## src/rtl/vga_timing_pkg.sv

```systemverilog
// Default 640x480@60 raster timing and the phase encoding shared by the
// horizontal and vertical sequencers.
package vga_timing_pkg;

   localparam int DEF_DIV      = 4;
   localparam int DEF_H_ACTIVE = 640;
   localparam int DEF_H_FP     = 16;
   localparam int DEF_H_SYNC   = 96;
   localparam int DEF_H_BP     = 48;
   localparam int DEF_V_ACTIVE = 480;
   localparam int DEF_V_FP     = 10;
   localparam int DEF_V_SYNC   = 2;
   localparam int DEF_V_BP     = 33;

   localparam int H_TOTAL = DEF_H_ACTIVE + DEF_H_FP + DEF_H_SYNC + DEF_H_BP;
   localparam int V_TOTAL = DEF_V_ACTIVE + DEF_V_FP + DEF_V_SYNC + DEF_V_BP;

   typedef enum logic [1:0] {
      PH_ACTIVE = 2'd0,
      PH_FRONT  = 2'd1,
      PH_SYNC   = 2'd2,
      PH_BACK   = 2'd3
   } phase_t;

endpackage

```

## src/rtl/pixel_tick_gen.sv

```systemverilog
// Pixel-rate clock enable: divides original_clk by DIV and emits a registered
// one-cycle strobe; step marks the edge on which the raster should advance.
module pixel_tick_gen #(
   parameter int DIV = 4
) (
   input  logic original_clk,
   input  logic reset,
   input  logic enable,
   output logic pixel_tick,
   output logic step
);

   localparam int CW = $clog2(DIV);

   logic [CW-1:0] div_cnt;

   assign step = enable && (div_cnt == CW'(DIV - 1));

   // While frozen the count holds, so resuming neither loses nor repeats a tick.
   always_ff @(posedge original_clk or posedge reset) begin
      if (reset) begin
         div_cnt    <= '0;
         pixel_tick <= 1'b0;
      end else begin
         pixel_tick <= step;
         if (enable) begin
            div_cnt <= step ? '0 : div_cnt + CW'(1);
         end
      end
   end

endmodule

```

## src/rtl/vga_timing_ctrl.sv

```systemverilog
// VGA raster sequencer: pixel/line counters, porch/sync phase FSMs and the
// registered sync, blanking and frame-start outputs, all in original_clk.
module vga_timing_ctrl
   import vga_timing_pkg::*;
#(
   parameter int   DIV      = DEF_DIV,
   parameter int   H_ACTIVE = DEF_H_ACTIVE,
   parameter int   H_FP     = DEF_H_FP,
   parameter int   H_SYNC   = DEF_H_SYNC,
   parameter int   H_BP     = DEF_H_BP,
   parameter int   V_ACTIVE = DEF_V_ACTIVE,
   parameter int   V_FP     = DEF_V_FP,
   parameter int   V_SYNC   = DEF_V_SYNC,
   parameter int   V_BP     = DEF_V_BP,
   parameter logic SYNC_POL = 1'b0
) (
   input  logic       original_clk,
   input  logic       reset,
   input  logic       enable,
   output logic       pixel_tick,
   output logic [9:0] pixel_x,
   output logic [9:0] pixel_y,
   output logic       hsync,
   output logic       vsync,
   output logic       video_on,
   output logic       frame_start
);

   localparam int HT = H_ACTIVE + H_FP + H_SYNC + H_BP;
   localparam int VT = V_ACTIVE + V_FP + V_SYNC + V_BP;

   localparam logic [9:0] H_MAX      = 10'(HT - 1);
   localparam logic [9:0] V_MAX      = 10'(VT - 1);
   localparam logic [9:0] H_FP_START = 10'(H_ACTIVE);
   localparam logic [9:0] H_SY_START = 10'(H_ACTIVE + H_FP);
   localparam logic [9:0] H_BP_START = 10'(H_ACTIVE + H_FP + H_SYNC);
   localparam logic [9:0] V_FP_START = 10'(V_ACTIVE);
   localparam logic [9:0] V_SY_START = 10'(V_ACTIVE + V_FP);
   localparam logic [9:0] V_BP_START = 10'(V_ACTIVE + V_FP + V_SYNC);

   logic       step;
   logic [9:0] x_next;
   logic [9:0] y_next;
   logic       line_wrap;
   logic       frame_wrap;
   phase_t     h_phase;
   phase_t     v_phase;
   phase_t     h_next;
   phase_t     v_next;

   pixel_tick_gen #(
      .DIV (DIV)
   ) u_tick (
      .original_clk (original_clk),
      .reset        (reset),
      .enable       (enable),
      .pixel_tick   (pixel_tick),
      .step         (step)
   );

   // Next raster position and phases, evaluated every cycle but only committed on step.
   always_comb begin
      x_next     = pixel_x + 10'd1;
      y_next     = pixel_y;
      line_wrap  = 1'b0;
      frame_wrap = 1'b0;
      h_next     = h_phase;
      v_next     = v_phase;

      if (pixel_x == H_MAX) begin
         x_next    = '0;
         line_wrap = 1'b1;
         if (pixel_y == V_MAX) begin
            y_next     = '0;
            frame_wrap = 1'b1;
         end else begin
            y_next = pixel_y + 10'd1;
         end
      end

      unique case (h_phase)
         PH_ACTIVE: if (x_next == H_FP_START) h_next = PH_FRONT;
         PH_FRONT:  if (x_next == H_SY_START) h_next = PH_SYNC;
         PH_SYNC:   if (x_next == H_BP_START) h_next = PH_BACK;
         PH_BACK:   if (x_next == 10'd0)      h_next = PH_ACTIVE;
      endcase

      if (line_wrap) begin
         unique case (v_phase)
            PH_ACTIVE: if (y_next == V_FP_START) v_next = PH_FRONT;
            PH_FRONT:  if (y_next == V_SY_START) v_next = PH_SYNC;
            PH_SYNC:   if (y_next == V_BP_START) v_next = PH_BACK;
            PH_BACK:   if (y_next == 10'd0)      v_next = PH_ACTIVE;
         endcase
      end
   end

   // Outputs are decoded from the next phases so they move on the same edge as the counters.
   always_ff @(posedge original_clk or posedge reset) begin
      if (reset) begin
         pixel_x     <= '0;
         pixel_y     <= '0;
         h_phase     <= PH_ACTIVE;
         v_phase     <= PH_ACTIVE;
         hsync       <= ~SYNC_POL;
         vsync       <= ~SYNC_POL;
         video_on    <= 1'b1;
         frame_start <= 1'b0;
      end else begin
         frame_start <= step && frame_wrap;
         if (step) begin
            pixel_x  <= x_next;
            pixel_y  <= y_next;
            h_phase  <= h_next;
            v_phase  <= v_next;
            hsync    <= (h_next == PH_SYNC) ? SYNC_POL : ~SYNC_POL;
            vsync    <= (v_next == PH_SYNC) ? SYNC_POL : ~SYNC_POL;
            video_on <= (h_next == PH_ACTIVE) && (v_next == PH_ACTIVE);
         end
      end
   end

endmodule
```

## config.mk

```make
export PLATFORM = sky130hd
export DESIGN_NAME = vga_timing_ctrl
export DESIGN_NICKNAME = d
export VERILOG_FILES = /design/src/rtl/vga_timing_pkg.sv /design/src/rtl/pixel_tick_gen.sv /design/src/rtl/vga_timing_ctrl.sv
export SDC_FILE = /design/constraint.sdc
export NUM_CORES = 1
export LEC_CHECK = 0
export ABC_AREA = 1
export BUFFER_PORTS_ARGS = -buffer_cell sky130_fd_sc_hd__buf_4
export CAP_MARGIN = 20
export CORE_ASPECT_RATIO = 1.5
export CORE_MARGIN = 5
export CORE_UTILIZATION = 52
export CTS_CLUSTER_SIZE = 16
export DETAILED_ROUTE_END_ITERATION = 8
export PLACE_DENSITY = 0.84
export SLEW_MARGIN = 5
export SYNTH_ARGS = -nofsm -noshare
export SYNTH_HDL_FRONTEND = slang
export SYNTH_SLANG_ARGS = --single-unit
```

## constraint.sdc

```tcl
create_clock -name original_clk -period 1.95 [get_ports original_clk]
set_input_delay 0.0975 -clock original_clk [delete_from_list [all_inputs] [get_ports original_clk]]
set_output_delay 0.0975 -clock original_clk [all_outputs]
set_load 0.05 [all_outputs]
```

# Word-level counts from Yosys, hierarchy flattened
# Cells that the tools add are included.
totals:
  wordCells: 59
  in_bits: 3
  out_inout_bits: 25
  reg_bits: 31
classes:
  addsub: 3
  reduce_logical: 9
  mux: 20
  eq_ne: 17
op_table:
  columns: ["op", "n"]
  rows:
  - ["10-bit == test, second input constant", 5]
  - ["10-bit by 9-bit == test with 1-bit output, second input constant", 3]
  - ["10-bit 2-to-1 mux", 3]
  - ["10-bit by 1-bit adder with 10-bit output, second input constant", 2]
  - ["10-bit zero test", 2]
  - ["2-bit 2-to-1 mux", 10]
  - ["2-bit case mux with 4 select lines", 2]
  - ["2-bit == test, second input constant", 7]
  - ["2-bit zero test", 4]
  - ["1-bit 2-to-1 mux", 5]
  - ["2-bit by 1-bit == test with 1-bit output, second input constant", 2]
  - ["1-bit logical AND", 3]
  - ["2-bit by 1-bit adder with 2-bit output, second input constant", 1]

# Longest topological paths before layout
# Gate-level depths: netlist of run 1.
logic_depth:
  ltp_word: 9
  ltp_mapped: 19
  depth_no_buf: 18

# By module
# A second synthesis of run 1 with hierarchy kept.
hier_totals:
  cells_unflattened: 368
  area_unflattened_um2: 2351.0
modules_own_cells:
  columns: ["mod", "instances", "area_each_um2", "seq_area_each_um2", "cells_per_inst"]
  rows:
  - ["vga_timing_ctrl", 1, 2217.1, 704.4, 352]
  - ["pixel_tick_gen", 1, 133.9, 75.1, 16]

# Worst setup path after synthesis of run 1
# OpenSTA, ideal clock, no wires.
synth_timing:
  kind: "flip-flop to flip-flop"
  from: "register pixel_x[0]"
  to: "register vsync"
  arrival_ns: 2.337
  setup_time_ns: 0.076
  required_ns: 1.874
  stages_incl_launch_ff: 18
  slack_ns: -0.463
  n_path_buf: 1
  path_cell_list: "dfrtp_1 > ha_1 > nand2_2 > nor2_8 > inv_4 > nor2_4 > buf_6 > nand2_2 > nand2_2 > nand2_2 > a21oi_2 > nand3_1 > nand2_1 > nand2_1 > o21bai_2 > nand2_1 > nand2_1 > nand2_1"
synth_between:
  elab_chain_cells: 8
synth_lines:
  columns: ["item", "line", "text"]
  rows:
  - ["start: declaration", "vga_timing_ctrl.sv:21", "output logic [9:0] pixel_x,"]
  - ["start signal: assignment", "vga_timing_ctrl.sv:112", "pixel_x <= x_next;"]
  - ["10-bit == test (*)", "vga_timing_ctrl.sv:70", "if (pixel_x == H_MAX) begin"]
  - ["10-bit 2-to-1 mux", "vga_timing_ctrl.sv:70", null]
  - ["10-bit by 9-bit == test with 1-bit output (tied with other cells)", "vga_timing_ctrl.sv:92", "PH_SYNC: if (y_next == V_BP_START) v_next = PH_BACK;"]
  - ["2-bit 2-to-1 mux (on tied branches)", null, null]
  - ["2-bit case mux with 4 select lines", "vga_timing_ctrl.sv:89", "unique case (v_phase)"]
  - ["2-bit 2-to-1 mux (*)", "vga_timing_ctrl.sv:88", "if (line_wrap) begin"]
  - ["2-bit == test (*)", "vga_timing_ctrl.sv:117", "vsync <= (v_next == PH_SYNC) ? SYNC_POL : ~SYNC_POL;"]
  - ["1-bit 2-to-1 mux (*)", "vga_timing_ctrl.sv:117", null]
  - ["end signal: assignment", "vga_timing_ctrl.sv:106", "vsync <= ~SYNC_POL;"]
  - ["end signal: assignment", "vga_timing_ctrl.sv:117", null]
  - ["end: declaration", "vga_timing_ctrl.sv:24", "output logic vsync,"]
# Every way passes the cells marked *; elsewhere a longest branch is shown, timed or not.
# A chain may end at the register's enable or synchronous reset.

# Final worst setup path of run 1
layout_timing:
  from: "register pixel_y[0]"
  to: "register vsync"
layout_between:
  elab_chain_cells: 9
layout_lines:
  columns: ["item", "line", "text"]
  rows:
  - ["start: declaration", "vga_timing_ctrl.sv:22", "output logic [9:0] pixel_y,"]
  - ["start signal: assignment", "vga_timing_ctrl.sv:113", "pixel_y <= y_next;"]
  - ["10-bit by 1-bit adder with 10-bit output / 10-bit == test (equally long branches)", "vga_timing_ctrl.sv:77, vga_timing_ctrl.sv:73", null]
  - ["10-bit 2-to-1 mux", "vga_timing_ctrl.sv:73", "if (pixel_y == V_MAX) begin"]
  - ["10-bit 2-to-1 mux (*)", "vga_timing_ctrl.sv:70", null]
  - ["10-bit by 9-bit == test with 1-bit output (tied with other cells)", "vga_timing_ctrl.sv:92", null]
  - ["2-bit 2-to-1 mux (on tied branches)", null, null]
  - ["2-bit case mux with 4 select lines (*)", "vga_timing_ctrl.sv:89", null]
  - ["2-bit 2-to-1 mux (*)", "vga_timing_ctrl.sv:88", null]
  - ["2-bit == test (*)", "vga_timing_ctrl.sv:117", null]
  - ["1-bit 2-to-1 mux (*)", "vga_timing_ctrl.sv:117", null]
# Marked as above.

==> results by group, run 1 <==
Status
  • Outcome: finished, violations left
  • Failing checks: negative setup slack

Global routing
  • GRT Util Overall: 23.6%
  • First-pass GRT wire length: 11200 um
  • Antenna violations before repair: 0
  • Vias in the first global route: 2713
  • Largest net degree at the start of global routing: 32
  • Gr ovfl total: 0

Setup path
  • Reg2reg path depth: 17
  • Slowest CP cell: dfrtp_2
  • CP arrival: 2.42 ns
  • Crit. End Element: flop
  • Reg2Reg Launch Point: pixel_y[0]$_DFFE_PP0P_
  • CP Launch Type: flop
  • Reg2reg setup slack: -0.25 ns
  • Critical Path Max Stage Delay: 0.40 ns
  • Crit path cell chain: ha_1, nand2_1, buf_4, nor2_1, nand4_1, nand2_1, nand2_1, nand2_1, nor2_2, nand2_1, nor2_1, nand2_1, nand2_1, o21bai_2, nand2_1, nand2_1, nand2_1
  • WP data required: 2.17 ns
  • Most used cell, CP: nand2_1
  • Type of the worst setup path: flop to flop
  • R2R Path End: vsync$_DFFE_PP1P_
  • Crit path max fanout: 4

Route
  • DRT met1 WL: 2410 um
  • Routed met2 length: 3790 um
  • WL/cell: 14.9 um
  • 1st-iter DRT viols: 138
  • Final WL: 7040 um
  • Final ANT Viol Nets: 0
  • # DRC: 0
  • Routed wl met3: 384 um
  • Vias after detailed routing: 2603
  • Highest Signal Layer: met4
  • Initial DRT Pass Iterations: 5
  • Vias per cell: 5.51

Timing
  • Final hold vios: 0
  • Tcrit/Tclk final: 113%
  • Fin. max-slew vios: 0
  • Max_slew headroom: 70.7%
  • Min Tclk post-route: 2.20 ns
  • Clock Skews: 0.00730 ns
  • Setup Viol. Count Final: 7
  • RSZ-0062 raised after global routing: true
  • Max Freq: 455 MHz
  • Final WS setup: -0.247 ns
  • Actual slew at the worst max-slew pin: 0.438 ns

Floorplanning
  • Initial Util: 52.9%
  • I/O Pins: 28
  • Row cnt: 29
  • Total core area: 4170 sq um
  • Die Width: 63.2 um
  • Die height: 89.8 um
  • Die Footprint: 5670 sq um

Power
  • Peak VDD IR: 0.942 mV
  • Sequential share of power: 29.9%
  • Clk network pwr share: 17.0%
  • Net Sw Frac: 45.9%
  • Switching power of the nets: 1.38 mW
  • Gate power share: 53.1%
  • PwrDens: 944 nW/um^2
  • Leak Pwr: 1.63 nW
  • P_int: 1.63 mW

Finish
  • ANT cells: 0
  • Fill cells: 300
  • Syn-to-layout area delta: 44.2%
  • Area of the multi-input gates: 1350 sq um
  • Post-route cell area: 3180 sq um
  • Layout cell share with drive strength beyond 1: 39.7%
  • Post-layout nets: 432
  • Register area: 793 sq um

Clock network
  • CTS tree: built
  • Sink Count: 31
  • Cts bufs inserted: 5
  • Htree depth: 2
  • Maximum root-to-sink buffer count: 2
  • Clk_lat worst skew: 0.29 ns
  • Clock Pin Slew Worst Setup and Hold Paths: 0.07 ns
  • Root buf cell: clkbuf_8

Synthesis
  • Mapped Nets: 337
  • Asr flop ratio synth: 100%
  • Compound-Gate Fraction of Synth Area: 9.52%
  • Synth Warn #: 0
  • Synth unique cells: 33
  • Post-synth EDFFs: 0
  • Post-Synth XOR/XNOR Area: 0.397%
  • Post-synthesis cell count: 330
  • Yosys top cell area share: 31.7%
  • Syn Area/Cell: 6.69 sq um
  • Sequential share of the synthesized area: 35.3%
  • Synth area leader: dfrtp_1
  • Top_reg_cell synth: dfrtp_1
  • Largest family of logic cells by synthesized area: simple AND/OR/NAND/NOR gates
  • Post-synthesis mux area share: 0.510%
  • Synth Area in Adders: 2.27%
  • Yosys reg bits: 31
  • Post-Syn Area: 2210 sq um
  • Simple-gate share of the synthesized area: 42.6%
  • Synth area leaders: dfrtp_1 (32%), nand2_1 (19%), inv_1 (6.3%)

Placement
  • Port buffer count: 27
  • GP Congestion: 0.962
  • Post-Place Cell Area: 2910 sq um
  • HPWL Detailed: 4760 um
  • Placement Setup Slack: -0.225 ns

Min path
  • Hold WC Path Type: input pin to flop
  • WHS Endpoint: u_tick.div_cnt[0]$_DFFE_PP0P_
  • Hold depth: 2
  • Hold_sp: enable

Job
  • Max Cap Violations: 0
==> flip-flops by register name (all words and copies together) (netlist names) <==
signal,flops
video_on,1
pixel_y,10
pixel_x,10
frame_start,1
v_phase,2
vsync,1
h_phase,2
u_tick.div_cnt,2
hsync,1
u_tick.pixel_tick,1
==> timing repair <==
item                       CTS  global route
setup buffers                2             7
gates cloned                 0             1
resized for setup           13            17
setup endpoints to repair    7             7
hold buffers                 1             0
pin swaps                    1             6
hold endpoints to repair    28             0
==> power groups by stage <==
stage	Clock [mW]	Combinational, mW	Sequential (mW)
floorplan	0	0.538	1.28
global placement	0	1.44	0.897
detailed placement	0	1.47	0.908
CTS	0.519	1.50	0.897
global route	0.544	1.72	0.914
finish	0.510	1.59	0.899
==> cells in the final DEF (no fill, tap or decap), drive strengths merged <==
cell type,count
nand3,30
xor2,1
ha,4
dfstp,3
nand2,121
buf,93
o21bai,4
inv,43
a31oi,2
a22oi,1
or2,1
nor3,4
dlygate4sd3,1
o21ai,26
o21a,1
nor2,43
mux2,1
dfrtp,28
clkinv,1
nand4,8
a21oi,3
clkbuf,7
==> worst max-delay path, delay by kind of cell (launching register included) <==
family	cells	cell delay [ns]
AND/OR/NAND/NOR	14	1.20
AO/OA/AOI/OAI	1	0.16
adder cells (fa/ha/maj)	1	0.20
flip-flops	1	0.40
buffers and inverters	1	0.15
==> through the flow <==
stage | instances | power (mW) | TNS (ns) | hold WS (ns) | util (%)
finish | 472 | 3.00 | -1.17 | 0.0390 | 76.3
global route | 472 | 3.18 | -2.34 | 0.0437 | 76.3
CTS | 464 | 2.92 | -0.611 | 0.0431 | 73.2
detailed placement | 453 | 2.38 | -0.801 | 0.212 | 69.8
global placement | 453 | 2.34 | -0.439 | 0.203 | 69.8
floorplan | 330 | 1.82 | -0.509 | 0.198 | -
==> worst max path at each step <==
stage / end / cells past startpoint / start
after detailed placement: vsync$_DFFE_PP1P_ / 16 / pixel_y[0]$_DFFE_PP0P_
after CTS: video_on$_DFFE_PP1P_ / 18 / pixel_x[1]$_DFFE_PP0P_
after global routing: video_on$_DFFE_PP1P_ / 17 / pixel_x[1]$_DFFE_PP0P_
after global placement: video_on$_DFFE_PP1P_ / 18 / pixel_x[1]$_DFFE_PP0P_
after floorplan: vsync$_DFFE_PP1P_ / 16 / pixel_x[0]$_DFFE_PP0P_
final: vsync$_DFFE_PP1P_ / 17 / pixel_y[0]$_DFFE_PP0P_
==> layout make-up <==
cell class | count | area share [%]
multi-input cells | 250 | 42.5
flip-flops and latches | 31 | 24.9
repair buffers | 94 | 23.0
inverters | 43 | 5.15
clock buffers | 7 | 2.40
well taps | 46 | 1.81
clock inverters | 1 | 0.157
==> logic make-up (layout without fill, tap and decap cells) <==
logic type / after synthesis / after routing
muxes: 1 / 1
DFF: 31 / 31
adders and majority gates: 4 / 4
AOI/OAI and AO/OA: 37 / 37
xor gates and xnor gates: 1 / 1
buffers and inverters: 50 / 145
and+or+nand+nor: 206 / 207
==> synthesized netlist by cell type (2+ instances only) <==
cell type	number
clkbuf_1	4
nor2_2	4
a31oi_1	2
inv_2	5
ha_1	4
buf_6	2
dfstp_2	3
nor3_1	4
o21ai_0	25
o21bai_1	3
inv_1	37
nand2_2	10
a21oi_1	2
nand4_1	7
nand3_1	26
nor2_1	36
nor2_8	2
nand3_2	2
nand2_1	111
dfrtp_1	28
==> metal layers <==
metal	global-route usage (%)	up-vias
met5	0	-
met4	16.3	0
met3	3.99	45
met2	43.3	105
met1	23.2	1208
li1	-	1245
(Power assumes the default switching activity.)
==> run 2, diff against run 1 <==
==> constraint.sdc (replaced) <==
create_clock -name original_clk -period 1.95 [get_ports original_clk]
set_input_delay 0.0975 -clock original_clk [delete_from_list [all_inputs] [get_ports original_clk]]
set_output_delay 0.0975 -clock original_clk [all_outputs]
set_load 0.005 [all_outputs]
==> run 2 against run 1 <==
Net effect: the run still ends with negative setup slack left; clock power is 18% higher; first-iteration DRC count increased by 110%; setup slack worse by 0.12 ns; hold slack better by 0.0019 ns; sequential power down 1%; critical path type unchanged; critical endpoint unchanged; largest cell class unchanged.
==> results by group, run 2 (synthesis results as in run 1) <==
Finish
  • Area of the multi-input gates: 1560 sq um (was 1350 sq um)
  • ANT cells: 0 (unchanged)
  • Syn-to-layout area delta: 60.2% (was 44.2%)
  • Fill cells: 213 (was 300)
  • Post-layout nets: 448 (was 432)
  • Post-Layout Cell Count: 488 (was 472)
  • Most common cell after layout, fill and taps aside: buf_4 (was nand2_1)
  • Top flop regs: pixel_x x10, pixel_y x10 (unchanged)
  • Layout cell share with drive strength beyond 1: 49.1% (was 39.7%)
  • Register area: 779 sq um (was 793 sq um)
  • Most frequent cells in the layout: buf_4 (103), nand2_1 (86), inv_1 (31) (was nand2_1 (105), buf_4 (91), inv_1 (36))

Global routing
  • GRT Util Overall: 25.6% (was 23.6%)
  • First-pass GRT wire length: 11900 um (was 11200 um)
  • Largest net degree at the start of global routing: 32 (unchanged)
  • Vias in the first global route: 2684 (was 2713)
  • Antenna violations before repair: 0 (unchanged)
  • Gr ovfl total: 0 (unchanged)

Floorplanning
  • Total core area: 4170 sq um (unchanged)
  • Die height: 89.8 um (unchanged)
  • Initial Util: 52.9% (unchanged)
  • I/O Pins: 28 (unchanged)
  • Die Width: 63.2 um (unchanged)
  • Row cnt: 29 (unchanged)
  • Die Footprint: 5670 sq um (unchanged)

Route
  • Final WL: 9230 um (was 7040 um)
  • Initial DRT Pass Iterations: 5 (unchanged)
  • Vias per cell: 5.98 (was 5.51)
  • Vias after detailed routing: 2920 (was 2603)
  • Final ANT Viol Nets: 0 (unchanged)
  • 1st-iter DRT viols: 292 (was 138)
  • # DRC: 0 (unchanged)
  • WL/cell: 18.9 um (was 14.9 um)

Timing
  • Final hold vios: 0 (unchanged)
  • RSZ-0062 raised after global routing: true (unchanged)
  • Clock Skews: 0.00544 ns (was 0.00730 ns)
  • Final WS setup: -0.366 ns (was -0.247 ns)
  • Actual slew at the worst max-slew pin: 0.466 ns (was 0.438 ns)
  • Min Tclk post-route: 2.32 ns (was 2.20 ns)
  • Max Freq: 432 MHz (was 455 MHz)
  • Fin. max-slew vios: 0 (unchanged)
  • Tcrit/Tclk final: 119% (was 113%)
  • Setup Viol. Count Final: 9 (was 7)
  • Max_slew headroom: 68.7% (was 70.7%)

Setup path
  • CP arrival: 2.55 ns (was 2.42 ns)
  • Crit. End Element: flop (unchanged)
  • WP data required: 2.18 ns (was 2.17 ns)
  • CP Launch Type: flop (unchanged)
  • Type of the worst setup path: flop to flop (unchanged)
  • Crit path max fanout: 7 (was 4)

Clock network
  • Sink Count: 31 (unchanged)
  • Clock Pin Slew Worst Setup and Hold Paths: 0.07 ns (about the same)
  • Maximum root-to-sink buffer count: 2 (unchanged)
  • CTS tree: built (unchanged)
  • Root buf cell: clkbuf_8 (unchanged)
  • Cts bufs inserted: 5 (unchanged)
  • Clk_lat worst skew: 0.30 ns (was 0.29 ns)
  • Htree depth: 2 (unchanged)

Power
  • Switching power of the nets: 1.22 mW (was 1.38 mW)
  • Sequential share of power: 29.3% (was 29.9%)
  • P_int: 1.82 mW (was 1.63 mW)
  • Net Sw Frac: 40.1% (was 45.9%)
  • PwrDens: 859 nW/um^2 (was 944 nW/um^2)
  • Peak VDD IR: 0.997 mV (was 0.942 mV)
  • Clk network pwr share: 19.9% (was 17.0%)
  • Leak Pwr: 1.78 nW (was 1.63 nW)
  • Gate power share: 50.8% (was 53.1%)

Placement
  • Port buffer count: 27 (unchanged)
  • HPWL Detailed: 4520 um (was 4760 um)
  • Cell Count Post-Placement: 453 (unchanged)
  • GP Congestion: 0.894 (was 0.962)
  • Placement Setup Slack: -0.251 ns (was -0.225 ns)

Status
  • Failing checks: negative setup slack (unchanged)
  • Outcome: finished, violations left (unchanged)

Min path
  • Hold WC Path Type: input pin to flop (unchanged)

Job
  • Max Cap Violations: 0 (unchanged)
==> run 2: cell types whose count changed in the layout (fill, tap and decap cells not counted), moves of 3 or more <==
cell and delta:
buf_4 +12, buf_6 +5, dfrtp_1 +11, dfrtp_2 -11
inv_1 -5, inv_2 +5, nand2_1 -19, nand2_2 +13
nand2_4 +6, nand3_1 -8, nand3_2 +6, nor2_1 -5
nor2_4 +6, o21ai_0 -3
==> run 2: metrics by stage <==
step / cell area [sq um] / total power [mW] / hold slack, ns / util [%] / TNS, ns
5_1_grt: 3540 / 3.22 / 0.0470 / 84.7 / -3.93
6_report: 3540 / 3.04 / 0.0408 / 84.7 / -2.39
4_1_cts: 3150 / 2.65 / 0.0432 / 75.6 / -0.953
3_5_place_dp: 2880 / 2.02 / 0.215 / 69.0 / -1.34
2_1_floorplan: 2220 / 1.45 / 0.199 / - / -0.0437
3_3_place_gp: 2880 / 1.98 / 0.209 / 69.0 / -0.943
==> run 2: layer usage <==
metal  wire [um]  vias to the layer above  GRT usage (%)
li1            -                     1268              -
met1        3170                     1393           27.1
met2        4730                      184           44.5
met3         642                       75           5.24
met4         689                        0           16.8
met5           0                        -              0
==> run 2: power by group through the flow <==
stage | Clock (mW) | Combinational, mW | Sequential (mW)
floorplan | 0 | 0.531 | 0.918
global placement | 0 | 1.10 | 0.875
detailed placement | 0 | 1.13 | 0.887
CTS | 0.593 | 1.18 | 0.877
global route | 0.634 | 1.67 | 0.908
finish | 0.603 | 1.54 | 0.890
==> run 2: critical path, cell delays in order (launching register included) <==
cell,delay [ns]
dfrtp_1,0.42
inv_2,0.09
nand2_1,0.11
nor2_4,0.20
nand2_4,0.09
nor2_8,0.14
buf_4,0.13
nand3_1,0.11
nand2_1,0.17
nand2_2,0.10
nor2_4,0.13
nand3_2,0.09
nand2_2,0.07
nand2_2,0.07
o21bai_4,0.15
nand2_1,0.06
nand2_1,0.07
nand2_1,0.05
==> run 2: cell type report <==
cell class | count | area share [%]
repair buffers | 111 | 24.9
flip-flops and latches | 31 | 22.0
inverters | 43 | 4.64
multi-input cells | 249 | 44.0
clock buffers | 8 | 2.83
well taps | 46 | 1.63
==> run 2: repair_timing <==
| item | in CTS | in global routing |
|---|---|---|
| hold endpoints to repair | 28 | 0 |
| gates cloned | 0 | 0 |
| pin swaps | 16 | 46 |
| setup endpoints to repair | 7 | 8 |
| hold buffers | 1 | 0 |
| setup buffers | 12 | 17 |
| gates resized for setup | 24 | 73 |
==> run 2: final timing paths <==
check | start | endpoint | slack [ns] | cells after the start
max | pixel_x[5]$_DFFE_PP0P_ | vsync$_DFFE_PP1P_ | -0.37 | 17
min | enable | u_tick.div_cnt[0]$_DFFE_PP0P_ | 0.04 | 2
max reg2reg | pixel_x[5]$_DFFE_PP0P_ | vsync$_DFFE_PP1P_ | -0.37 | 17
min reg2reg | video_on$_DFFE_PP1P_ | video_on$_DFFE_PP1P_ | 0.46 | 2
max in group asynchronous | reset | video_on$_DFFE_PP1P_ | 1.17 | 4
min in group asynchronous | reset | pixel_y[3]$_DFFE_PP0P_ | 0.45 | 4
==> run 3, diff against run 2 <==
--- a/config.mk
+++ b/config.mk
@@ -14,6 +14,7 @@
 export CTS_CLUSTER_SIZE = 16
 export DETAILED_ROUTE_END_ITERATION = 8
 export PLACE_DENSITY = 0.84
+export REMOVE_ABC_BUFFERS = 1
 export SLEW_MARGIN = 5
 export SYNTH_ARGS = -nofsm -noshare
 export SYNTH_HDL_FRONTEND = slang
==> run 3 against run 2 <==
Net effect: the flow still finishes with violations (negative setup slack); via count hardly changed; clock power grew 14%; routed wire length fell by 1.1%; non-clock buffer count down 4; hold slack got worse by 0.017 ns; final cell count is 0.82% lower; sequential cell count did not move; highest routed layer unchanged.
==> results by group, run 3 (synthesis results as in run 1) <==
Power
  • Pwr Total: 3.14 mW (was 3.04 mW)
  • Switching power of the nets: 1.25 mW (was 1.22 mW)
  • Gate power share: 49.3% (was 50.8%)
  • PwrDens: 898 nW/um^2 (was 859 nW/um^2)
  • Sequential share of power: 28.9% (was 29.3%)
  • P_int: 1.89 mW (was 1.82 mW)
  • Clk network pwr share: 21.9% (was 19.9%)
  • Peak VDD IR: 1.04 mV (was 0.997 mV)
  • Leak Pwr: 1.77 nW (was 1.78 nW)
  • Net Sw Frac: 39.8% (was 40.1%)

Placement
  • Port buffer count: 27 (unchanged)
  • HPWL Detailed: 4490 um (was 4520 um)
  • Placement Setup Slack: -0.227 ns (was -0.251 ns)
  • Post-Place Cell Area: 2850 sq um (was 2880 sq um)
  • GP Congestion: 0.933 (was 0.894)
  • Cell Count Post-Placement: 451 (was 453)

Finish
  • ANT cells: 0 (unchanged)
  • Layout cell share with drive strength beyond 1: 47.9% (was 49.1%)
  • Post-Layout Cell Count: 484 (was 488)
  • Most frequent cells in the layout: buf_4 (102), nand2_1 (86), inv_1 (32) (was buf_4 (103), nand2_1 (86), inv_1 (31))
  • Most common cell after layout, fill and taps aside: buf_4 (unchanged)
  • Post-layout nets: 444 (was 448)
  • Syn-to-layout area delta: 58.3% (was 60.2%)
  • Post-route cell area: 3490 sq um (was 3540 sq um)
  • Top flop regs: pixel_x x10, pixel_y x10 (unchanged)
  • Fill cells: 232 (was 213)

Route
  • WL/cell: 18.9 um (about the same)
  • Final WL: 9130 um (was 9230 um)
  • 1st-iter DRT viols: 328 (was 292)
  • Vias after detailed routing: 2918 (was 2920)
  • Final ANT Viol Nets: 0 (unchanged)
  • # DRC: 0 (unchanged)
  • Vias per cell: 6.03 (was 5.98)
  • Initial DRT Pass Iterations: 6 (was 5)

Timing
  • RSZ-0062 raised after global routing: true (unchanged)
  • Fin. max-slew vios: 0 (unchanged)
  • Max_slew headroom: 73.4% (was 68.7%)
  • Min Tclk post-route: 2.39 ns (was 2.32 ns)
  • Max Freq: 418 MHz (was 432 MHz)
  • Setup Viol. Count Final: 7 (was 9)
  • Final WS setup: -0.440 ns (was -0.366 ns)
  • Actual slew at the worst max-slew pin: 0.399 ns (was 0.466 ns)
  • Final hold vios: 0 (unchanged)
  • Clock Skews: 0.0116 ns (was 0.00544 ns)
  • Final setup TNS: -2.34 ns (was -2.39 ns)
  • Tcrit/Tclk final: 123% (was 119%)

Setup path
  • WP data required: 2.20 ns (was 2.18 ns)
  • Critical Path Max Stage Delay: 0.40 ns (was 0.42 ns)
  • Type of the worst setup path: flop to flop (unchanged)
  • CP Launch Type: flop (unchanged)
  • CP arrival: 2.64 ns (was 2.55 ns)
  • Crit path cell chain: buf_4, nand2_1, nor2_1, buf_4, nand4_1, nand3_4, buf_4, inv_1, nor2_2, nand2_1, nand2_1, nand2_1, inv_1, nand3_1, nor2_1, nand2_1, nand2_1 (was inv_2, nand2_1, nor2_4, nand2_4, nor2_8, buf_4, nand3_1, nand2_1, nand2_2, nor2_4, nand3_2, nand2_2, nand2_2, o21bai_4, nand2_1, nand2_1, nand2_1)
  • Most used cell, CP: nand2_1 (unchanged)
  • Crit path max fanout: 3 (was 7)
  • Slowest CP cell: dfrtp_1 (unchanged)
  • Crit. End Element: flop (unchanged)

Floorplanning
  • Die height: 89.8 um (unchanged)
  • Initial Util: 52.9% (unchanged)
  • I/O Pins: 28 (unchanged)
  • Die Footprint: 5670 sq um (unchanged)
  • Total core area: 4170 sq um (unchanged)
  • Row cnt: 29 (unchanged)
  • Die Width: 63.2 um (unchanged)

Status
  • Failing checks: negative setup slack (unchanged)
  • Outcome: finished, violations left (unchanged)

Global routing
  • GRT Util Overall: 24.7% (was 25.6%)
  • Antenna violations before repair: 0 (unchanged)
  • Largest net degree at the start of global routing: 32 (unchanged)
  • Gr ovfl total: 0 (unchanged)
  • Vias in the first global route: 2631 (was 2684)
  • First-pass GRT wire length: 11400 um (was 11900 um)

Clock network
  • Maximum root-to-sink buffer count: 2 (unchanged)
  • Clk_lat worst skew: 0.30 ns (about the same)
  • Cts bufs inserted: 5 (unchanged)
  • Root buf cell: clkbuf_8 (unchanged)
  • Htree depth: 2 (unchanged)
  • Clock Pin Slew Worst Setup and Hold Paths: 0.08 ns (was 0.07 ns)
  • CTS tree: built (unchanged)
  • Sink Count: 31 (unchanged)

Job
  • Max Cap Violations: 0 (unchanged)

Min path
  • Hold WC Path Type: input pin to flop (unchanged)
==> run 3: area by class of cell <==
| class | instances | area, sq um | area share [%] |
|---|---|---|---|
| tap | 46 | 57.6 | 1.65 |
| timing repair buffer | 107 | 830 | 23.7 |
| inverter | 43 | 166 | 4.76 |
| clock inverter | 2 | 35.0 | 1.00 |
| sequential | 31 | 781 | 22.3 |
| multi-input combinational | 249 | 1540 | 44.1 |
| clock buffer | 6 | 82.6 | 2.36 |
==> run 3: metal layers <==
layer | wire, um | global-route usage [%] | part of all wire, % | vias to the layer above
met4 | 951 | 17.7 | 10 | 0
met3 | 726 | 4.99 | 8.0 | 98
met2 | 4450 | 43.2 | 49 | 219
met1 | 3000 | 25.3 | 33 | 1344
met5 | 0 | 0 | 0 | -
li1 | - | - | - | 1257
==> run 3: final timing paths <==
path | from | to | slack (ns) | depth (start not counted)
max in group asynchronous | reset | hsync$_DFFE_PP1P_ | 1.19 | 4
min reg2reg | video_on$_DFFE_PP1P_ | video_on$_DFFE_PP1P_ | 0.52 | 2
min | enable | u_tick.div_cnt[0]$_DFFE_PP0P_ | 0.02 | 2
max | pixel_x[6]$_DFFE_PP0P_ | video_on$_DFFE_PP1P_ | -0.44 | 17
min in group asynchronous | reset | v_phase[1]$_DFFE_PP0P_ | 0.43 | 4
max reg2reg | pixel_x[6]$_DFFE_PP0P_ | video_on$_DFFE_PP1P_ | -0.44 | 17
==> run 3: what timing repair did <==
| action | 4_1_cts | 5_1_grt |
|---|---|---|
| hold buffers | 1 | 0 |
| endpoints found under the setup margin | 7 | 7 |
| setup buffers | 15 | 9 |
| pin swaps | 28 | 20 |
| gates resized for setup | 35 | 58 |
| endpoints found under the hold margin | 28 | 0 |
==> run 3: power groups by stage <==
| stage | Combinational [mW] | Clock [mW] | Sequential, mW |
|---|---|---|---|
| floorplan | 0.508 | 0 | 0.915 |
| global placement | 1.07 | 0 | 0.872 |
| detailed placement | 1.10 | 0 | 0.879 |
| CTS | 1.27 | 0.671 | 0.882 |
| global route | 1.64 | 0.735 | 0.912 |
| finish | 1.54 | 0.687 | 0.905 |
==> run 3: worst max-delay path, delay by kind of cell (launching register included) <==
family,cells,cell delay [ns]
and+or+nand+nor,12,1.36
DFF,1,0.40
buffers and inverters,5,0.57
==> run 3: per-stage QoR <==
| step | utilization (%) | hold WS, ns |
|---|---|---|
| after global routing | 83.7 | 0.0344 |
| after detailed placement | 68.3 | 0.208 |
| after global placement | 68.3 | 0.203 |
| after floorplan | - | 0.199 |
| final | 83.7 | 0.0235 |
| after CTS | 76.9 | 0.0336 |
